## config.mk

```make
export PLATFORM = sky130hd
export DESIGN_NAME = spi_sensor_seq
export DESIGN_NICKNAME = d
export VERILOG_FILES = /design/src/rtl/spi_sensor_seq.sv
export SDC_FILE = /design/constraint.sdc
export NUM_CORES = 1
export LEC_CHECK = 0
export CAP_MARGIN = 10
export CORE_MARGIN = 1.5
export CORE_UTILIZATION = 34
export CTS_BUF_LIST = sky130_fd_sc_hd__clkbuf_2
export DETAILED_ROUTE_END_ITERATION = 6
export PLACE_DENSITY = 0.57
export REMOVE_ABC_BUFFERS = 1
export SLEW_MARGIN = 20
export SYNTH_ARGS = -nofsm -noshare
export SYNTH_HDL_FRONTEND = slang
export SYNTH_SLANG_ARGS = --single-unit
```

## constraint.sdc

```tcl
create_clock -name clk -period 2.2 [get_ports clk]
set_input_delay 0.33 -clock clk [delete_from_list [all_inputs] [get_ports clk]]
set_output_delay 0.33 -clock clk [all_outputs]
set_load 0.05 [all_outputs]
```

## src/rtl/spi_sensor_seq.sv

```systemverilog
// Sensor command sequencer: power-up wait, one config write, then a low/high
// byte read pair on every sensor data-ready edge, assembled into a 16-bit sample.
module spi_sensor_seq #(
  parameter logic [15:0] INIT_WAIT = 16'd32,
  parameter logic [15:0] CFG_CMD   = 16'h0D02,
  parameter logic [15:0] RD_LO_CMD = 16'hA200,
  parameter logic [15:0] RD_HI_CMD = 16'hA300
) (
  input  logic        clk,
  input  logic        rst,
  input  logic        INT,
  input  logic        spi_done,
  input  logic [15:0] spi_rd_data,
  output logic        spi_wrt,
  output logic [15:0] spi_wt_data,
  output logic [15:0] sample,
  output logic        vld,
  output logic        init_done
);

  typedef enum logic [2:0] {
    PWR_WAIT = 3'd0,
    CFG      = 3'd1,
    CFG_W    = 3'd2,
    IDLE     = 3'd3,
    LO_W     = 3'd4,
    HI_W     = 3'd5
  } state_t;

  state_t      state, state_n;
  logic [15:0] cnt, cnt_n;
  logic [1:0]  blank, blank_n;
  logic        pending, pending_n;
  logic [7:0]  lo_byte, lo_byte_n;
  logic        spi_wrt_n;
  logic [15:0] wt_data_n;
  logic [15:0] sample_n;
  logic        vld_n;
  logic        init_done_n;

  logic        int_s1, int_s2, int_d;
  logic        int_rise;
  logic        complete;
  logic        unused_rd_bits;

  // The sensor returns bytes; the upper half of the received word carries nothing.
  assign unused_rd_bits = ^spi_rd_data[15:8];

  assign int_rise = int_s2 & ~int_d;

  // blank is loaded with 2 on every issue, so the stale done level left over
  // from the previous transaction is ignored in the wrt cycle and the one after.
  assign complete = spi_done && (blank == 2'd0);

  always_comb begin
    state_n     = state;
    cnt_n       = cnt;
    blank_n     = (blank != 2'd0) ? blank - 2'd1 : 2'd0;
    pending_n   = pending | (int_rise && (state != IDLE));
    lo_byte_n   = lo_byte;
    spi_wrt_n   = 1'b0;
    wt_data_n   = spi_wt_data;
    sample_n    = sample;
    vld_n       = 1'b0;
    init_done_n = init_done;

    case (state)
      PWR_WAIT: begin
        cnt_n = cnt + 16'd1;
        if (cnt == INIT_WAIT - 16'd1) begin
          state_n = CFG;
        end
      end

      CFG: begin
        spi_wrt_n = 1'b1;
        wt_data_n = CFG_CMD;
        blank_n   = 2'd2;
        state_n   = CFG_W;
      end

      CFG_W: begin
        if (complete) begin
          init_done_n = 1'b1;
          state_n     = IDLE;
        end
      end

      IDLE: begin
        if (int_rise || pending) begin
          pending_n = 1'b0;
          spi_wrt_n = 1'b1;
          wt_data_n = RD_LO_CMD;
          blank_n   = 2'd2;
          state_n   = LO_W;
        end
      end

      LO_W: begin
        if (complete) begin
          lo_byte_n = spi_rd_data[7:0];
          spi_wrt_n = 1'b1;
          wt_data_n = RD_HI_CMD;
          blank_n   = 2'd2;
          state_n   = HI_W;
        end
      end

      HI_W: begin
        if (complete) begin
          sample_n = {spi_rd_data[7:0], lo_byte};
          vld_n    = 1'b1;
          state_n  = IDLE;
        end
      end

      default: begin
        state_n = IDLE;
      end
    endcase
  end

  // State, control and registered outputs
  always_ff @(posedge clk) begin
    if (rst) begin
      state       <= PWR_WAIT;
      cnt         <= 16'd0;
      blank       <= 2'd0;
      pending     <= 1'b0;
      int_s1      <= 1'b0;
      int_s2      <= 1'b0;
      int_d       <= 1'b0;
      spi_wrt     <= 1'b0;
      spi_wt_data <= 16'h0000;
      sample      <= 16'h0000;
      vld         <= 1'b0;
      init_done   <= 1'b0;
    end else begin
      state       <= state_n;
      cnt         <= cnt_n;
      blank       <= blank_n;
      pending     <= pending_n;
      int_s1      <= INT;
      int_s2      <= int_s1;
      int_d       <= int_s2;
      spi_wrt     <= spi_wrt_n;
      spi_wt_data <= wt_data_n;
      sample      <= sample_n;
      vld         <= vld_n;
      init_done   <= init_done_n;
    end
  end

  // Low-byte holding register is always written before it is read.
  always_ff @(posedge clk) begin
    lo_byte <= lo_byte_n;
  end

endmodule

```

==> metrics.md, run 1 <==
| Metric | Value |
|---|---|
| Crit path required time | around 1.9 ns |
| Post-detail-place hpwl | about 3100 um |
| Layout Skew | approximately 0.019 ns |
| Fin. max-slew vios | 0 |
| CTS tree | done |
| Min cycle time layout | 2.029 ns |
| Setup slack, reg-to-reg | approximately 0.25 ns |
| Critical-path cell list | clkdlybuf4s50_1 |
| F_max | between 400 and 500 MHz |
| Post-synth top area share | a little over two fifths |
| Die X-Extent | 83.57 um |
| # resized after CTS | 0 |
| Worst hold margin | 0.4239 ns |
| Worst-Skew Late Latency | approximately 0.43 ns |
| Antenna cells | 0 |
| Antenna Nets Post-Route | 0 |
| Global-route wire length before repair | just over 7000 um |
| Crit path depth | 1 |
| FF+latch count, synth | between 50 and 60 |
| Post-CTS setup buffer count | 0 |
| Vias in the first global route | approximately 1500 |
| Layout Nets | around 300 |
| WL/cell | ~12 um |
| Critical path arrival | 1.70 ns |
| Yosys warnings | 0 |
| Clock sinks | 55 |
| Hold Path Depth | 3 |
| Top_reg_cell synth | dfxtp_1 |
| Slowest CP cell | clkdlybuf4s50_1 |
| CP Max Fanout | 4 |
| Io pins | between 50 and 60 |
| Number of enable flip-flop cells after synthesis | 8 |
| Mapped Cells | about 240 |
| CP startpoint kind | flop |
| Maxcap violations | 0 |
| Die height | approximately 84 um |
| Largest stage delay, worst path | about 0.82 ns |
| Synth unique cells | 36 |
| Initial antenna violation count | 0 |
| Setup violations, final | 0 |
| Largest net degree at the start of global routing | 18 |
| Syn_area_per_cell | between 9 and 10 sq um |
| Gpl congestion | roughly 0.74 |
| Initial core utilization | approximately a third |
| Core ar. | roughly 0.0063 sq mm |
| R2R cell count | 4 |
| Full die area | 0.006984 sq mm |
| RSZ-0062 raised after global routing | false |
| Hold Buf Count CTS | 0 |
| CTS H-tree depth | 2 |
| Worst-Margin Slew | 0.5706 ns |
| Static Leak | 0.9024 nW |
| Port Buffers | 37 |
| Worst vdd ir | roughly 280 uV |
| TNS Setup | 0 ns |
| Crit. End Element | output port |
| Pre-antenna DRT Iters | 4 |
| Max clock buf depth | 2 |
| Family with the most delay on the worst path | buffers and inverters |
| Seq/Total Area, Yosys | about 54% |
| Area contributors post-synth | dfxtp_1 (43%), edfxtp_1 (11%), nand2_1 (7.3%) |
| Vias | around 1700 |
| Vias per cell | 4.791 |
| Final worst-path cycle share | about 90% |
| Post-Synthesis Cell Area | between 0.002 and 0.0025 sq mm |
| Slew margin rel. | around 60% |
| Status | complete, no violations |
| Share of layout cells above drive strength 1 | 7.829% |
| DRC Markers | 0 |
| Buf/Inv on CP | 1 |
| DRT iter0 DRCs | 84 |
| Overall Global Routing Usage | 12.56% |
| Rows | 29 |
| Pwr per Cell Area | approximately 660 mW/mm^2 |
| Clk slew on worst S/H paths | between 0.2 and 0.3 ns |
| Kind of critical path | flop to output port |
| Cell taking the most area after synthesis | dfxtp_1 |
| Total grt overflow | 0 |
| CTS buffer count | 5 |
| CTS root buffer | clkbuf_2 |
| Final Hold Fails | 0 |
| Routed WL | 4312 um |
| Asr flop ratio synth | 0% |
| Min-delay worst type | primary input to flop |
| Area growth from synthesis to layout | 21.71% |
==> sequential cells by signal, indices dropped and copies added (netlist names), 2 cells and up <==
register and flops:
sample 16, lo_byte 8, state 3, blank 2
spi_wt_data 3, cnt 16
==> area by class of cell <==
type	count	area [sq um]
clock buffers	5	25.02
clock inverters	3	20.02
fillers	648	3627
inverters	2	7.507
multi-input cells	166	888.4
flip-flops and latches	55	1181
well taps	77	96.34
repair buffers	50	467.9
==> path summary, 6_finish.rpt <==
check,start,endpoint
max,spi_wt_data[11],spi_wt_data[10]
min,spi_rd_data[0],sample[8]
max reg2reg,state[0],cnt[15]
min reg2reg,int_s1,int_s2
==> cell usage after synthesis (all sizes together) (2+ instances only) <==
cell,instances
dfxtp,47
nand2,43
a21oi,26
nor2,17
buf,16
clkbuf,11
edfxtp,8
nand3,7
nand4,6
nor4,6
xor2,6
nand2b,5
nor2b,5
a31oi,4
nor3,4
o31ai,4
or4,4
xnor2,4
or3,3
and4,2
inv,2
==> kinds of logic after synthesis <==
kind of cell	share of synthesized area, %
AOI/OAI and AO/OA	9.807
xor gates and xnor gates	3.968
adders and majority gates	0.5668
buffers and inverters	7.596
DFF	53.51
other	0.1699
and+or+nand+nor	24.38
==> layer usage <==
layer	vias to the layer above	track usage [%]	share of wire [%]
met5	-	0	0
met4	0	3.577	1.4
met3	7	3.264	4.9
met2	48	18.99	43
met1	771	17.73	51
li1	889	-	-
==> power breakdown <==
part / switching [W] / internal [W] / leakage [nW] / total (W)
sequential: 0.0000273 / 0.00105 / 0.452 / 0.00108
clock: 0.000316 / 0.0000752 / 0.0250 / 0.000391
combinational: 0.000189 / 0.000109 / 0.425 / 0.000298
total: 0.000533 / 0.00124 / 0.902 / 0.00177
==> stage by stage <==
stage	setup slack [ns]	instance area (sq um)	std cells	utilization, %	power (W)
floorplan	0.2339	2077	223	-	0.001280
global placement	0.3119	2641	350	41.84	0.001397
detailed placement	0.2996	2641	350	41.84	0.001401
CTS	0.1181	2686	358	42.55	0.001803
global route	0.05619	2686	358	42.55	0.001869
finish	0.1708	2686	358	42.55	0.001771
==> worst reg2reg max path, cell delays in order (launching register included) <==
cell and delay, ns:
dfxtp_1 0.37, or3_1 0.40, or3_1 0.50, or4_1 0.50, a21oi_1 0.14
==> cells in the final DEF, fill, tap and decap left out, drive strengths merged, types with 3 or more instances in the layout <==
cell type,n
conb,9
a21oi,26
a31oi,4
nor3,4
nand4,6
nand2,43
or4,4
xor2,6
buf,13
clkbuf,5
nor4,6
or3,3
xnor2,4
dfxtp,47
nor2,17
nand3,7
edfxtp,8
nor2b,5
clkdlybuf4s50,37
o31ai,4
nand2b,5
No activity file was read; power rests on OpenSTA's default activity.
==> inputs of run 2 (changes only) <==
Settings changed: CAP_MARGIN 10 to 25.
==> results of run 2 <==
Final layout, timing and power as in run 1 (identical DEF).
==> inputs of run 3 (changes only) <==
Settings changed: ABC_AREA set to 1, CORE_MARGIN 1.5 to not set.
==> run 3 against run 2 <==
  * Synthesized cell count increased by 21%
  * Utilization barely moved
  * Cell count increased by 14%
  * Global-route usage grew 0.89 points
  * Non-clock buffer count fell by 10
  * Count of clock-buffer cells in the layout unchanged
  * Routed wire length decreased by 0.60%
  * Critical path type unchanged
  * Critical endpoint is now spi_wt_data[15]
  * Highest routed layer unchanged
==> metrics.md, run 3 <==
| Metric | Value |
|---|---|
| Port Buffers | 37 |
| Core ar. | roughly 0.0064 sq mm |
| Full die area | approximately 0.0070 sq mm |
| Largest net degree at the start of global routing | 38 |
| DRT iter0 DRCs | 65 |
| Kind of critical path | flop to output port |
| Final worst-path cycle share | around 93% |
| Status | complete, no violations |
| Slowest CP cell | clkdlybuf4s50_1 |
| Initial antenna violation count | 0 |
| Commonest cells after routing, fill and taps aside | nor2_1 (71), dfxtp_1 (47), nand2_1 (45), clkdlybuf4s50_1 (37), inv_1 (31) |
| Fillers | around 670 |
| Hold path start | INT |
| DRC Markers | 0 |
| Slew margin rel. | between 60% and 70% |
| Hold Path Depth | 3 |
| Min-delay worst type | primary input to flop |
| Biggest regs | cnt x16, sample x16, lo_byte x8 |
| Power Total | between 0.002 and 0.003 W |
| Die X-Extent | 83.48 um |
| # resized after CTS | 0 |
| Initial core utilization | 35.34% |
| CTS root buffer | clkbuf_2 |
| Hold Buf Count CTS | 0 |
| Cell taking the most area after synthesis | dfxtp_1 |
| Clock sinks | 55 |
| Antenna Nets Post-Route | 0 |
| Crit. End Element | output port |
| Final Hold Fails | 0 |
| Area growth from synthesis to layout | 20.40% |
| Layout Skew | 0.01856 ns |
| Worst reg2reg path endpoint | cnt[15] |
| Fin. max-slew vios | 0 |
| Share of layout cells above drive strength 1 | under 10% |
| Vias per cell | between 4 and 5 |
| Crit path required time | 1.87 ns |
| Critical path arrival | 1.71 ns |
| Critical-path cell list | clkdlybuf4s50_1 |
| Antenna cells | 0 |
| Buf/Inv on CP | 1 |
| F_max | between 400 and 500 MHz |
| CTS H-tree depth | 2 |
| Top_reg_cell synth | dfxtp_1 |
| Mapped Cells | slightly below 300 |
| Asr flop ratio synth | 0% |
| Setup violations, final | 0 |
| WL/cell | between 10 and 15 um |
| Post-detail-place hpwl | approximately 2900 um |
| Pwr per Cell Area | ~1000 mW/mm^2 |
| Total grt overflow | 0 |
| Number of enable flip-flop cells after synthesis | 8 |
| Top-count cell post-synth | nor2_1 |
| Rows | 29 |
| Commonest cells in the synthesized netlist | nor2_1 (71), dfxtp_1 (47), nand2_1 (45), inv_1 (31), o21ai_0 (29) |
| Syn_area_per_cell | between 7 and 8 sq um |
| Post-Synthesis Cell Area | ~0.0023 sq mm |
| R2R cell count | 8 |
| Yosys warnings | 0 |
| Gpl congestion | between 0.8 and 0.9 |
| Io pins | 55 |
| Synth unique cells | 23 |
| Multi-input gate area | between 800 and 900 sq um |
| Area contributors post-synth | dfxtp_1 (42%), nor2_1 (12%), edfxtp_1 (11%) |
| Hold Path Sink | int_s1 |
| FF+latch count, synth | 55 |
| Overall Global Routing Usage | a little over an eighth |
| Reg2reg start | state[0] |
| Min cycle time layout | 2.035 ns |
| Maxcap violations | 0 |
| Static Leak | between 1 and 1.5 nW |
| Vias | approximately 1800 |
| Core Util, Final | between 40% and 50% |
| Layout Nets | 350 |
| Pre-antenna DRT Iters | 4 |
| RSZ-0062 raised after global routing | false |
| Worst-Skew Late Latency | about 0.45 ns |
| Clk slew on worst S/H paths | 0.28 ns |
| Family with the most delay on the worst path | buffers and inverters |
| CP Max Fanout | 4 |
| Global-route wire length before repair | between 7000 and 8000 um |
| Vias in the first global route | 1759 |
| CP startpoint kind | flop |
| Routed WL | roughly 4300 um |
| Max clock buf depth | 2 |
| Worst-Margin Slew | between 0.5 and 0.6 ns |
| Setup slack, reg-to-reg | ~0.55 ns |
| Seq/Total Area, Yosys | a little over half |
| CTS buffer count | 5 |
| Post-synth top area share | approximately two fifths |
| Storage cell area | around 0.0012 sq mm |
| CTS tree | done |
| TNS Setup | 0 ns |
| Commonest non-fill, non-tap cell in the layout | nor2_1 |
| Post-CTS setup buffer count | 0 |
| Worst vdd ir | around 770 uV |
| Largest stage delay, worst path | around 0.82 ns |
| Die height | 83.48 um |
## run 3: cell count changes in the layout (fill, tap and decap cells not counted), sizes merged, moves of 4 or more
cell    previous run  this run
nand2b             5         0
o21ai              1        29
xor2               6         0
nor4               6         2
inv                2        34
nor2              17        72
a21oi             26        17
or4                4         0
xnor2              4         0
o31ai              4         0
buf               13         3
a31oi              4         0
nor2b              5         0
## run 3: worst max path at each step
stage                     slack [ns]  depth (start not counted)       startpoint              end
after global placement          0.29                          6         spi_done       sample[15]
final                           0.16                          1  spi_wt_data[13]  spi_wt_data[15]
after CTS                       0.15                          1  spi_wt_data[13]  spi_wt_data[15]
after detailed placement        0.32                          6         spi_done        sample[9]
after global routing            0.06                          1  spi_wt_data[13]  spi_wt_data[13]
after floorplan                 0.61                          2  spi_wt_data[13]  spi_wt_data[13]
## run 3: worst min-delay path, delay by kind of cell
| family | cells | cell delay [ns] |
|---|---|---|
| buffers and inverters | 2 | 0.45 |
| AND/OR/NAND/NOR | 1 | 0.03 |
## run 3: cell type report
| type | instances | share of cell area (%) |
|---|---|---|
| flip-flops and latches | 55 | 43.46 |
| multi-input cells | 193 | 31.22 |
| repair buffers | 40 | 14.46 |
| inverters | 34 | 4.696 |
| well taps | 77 | 3.545 |
| clock inverters | 3 | 1.703 |
| clock buffers | 5 | 0.9208 |
## run 3: cell families (layout without fill, tap and decap cells)
group,after synthesis,after routing,share of synthesized area (%)
adder cells (fa/ha/maj),1,1,0.5542
AO/OA/AOI/OAI,47,47,10.53
other,1,9,0.1661
AND/OR/NAND/NOR,136,136,25.00
flip-flops,55,55,52.33
buffers and inverters,53,82,11.42
## run 3: power breakdown
group	switching (W)	internal, W	total (W)
sequential	0.0000860	0.00115	0.00123
combinational	0.000673	0.000286	0.000958
clock	0.000331	0.000196	0.000526
total	0.00109	0.00163	0.00272
## run 3: layer usage
layer / part of all wire (%) / track usage [%] / vias to the layer above / wire [um]
met5: 0 / 0 / - / 0
met1: 49 / 16.68 / 816 / 2095
met3: 5.3 / 3.660 / 5 / 227
li1: - / - / 978 / -
met2: 44 / 22.21 / 43 / 1892
met4: 1.7 / 5.393 / 0 / 71
## run 3: metrics by stage
step | worst slack (ns) | hold slack, ns | cells | instance area (sq um)
floorplan | 0.6064 | 0.3883 | 282 | 2157
global placement | 0.2913 | 0.3919 | 399 | 2646
detailed placement | 0.3226 | 0.3916 | 399 | 2646
CTS | 0.1469 | 0.3461 | 407 | 2718
global route | 0.05814 | 0.3332 | 407 | 2718
finish | 0.1648 | 0.3525 | 407 | 2718
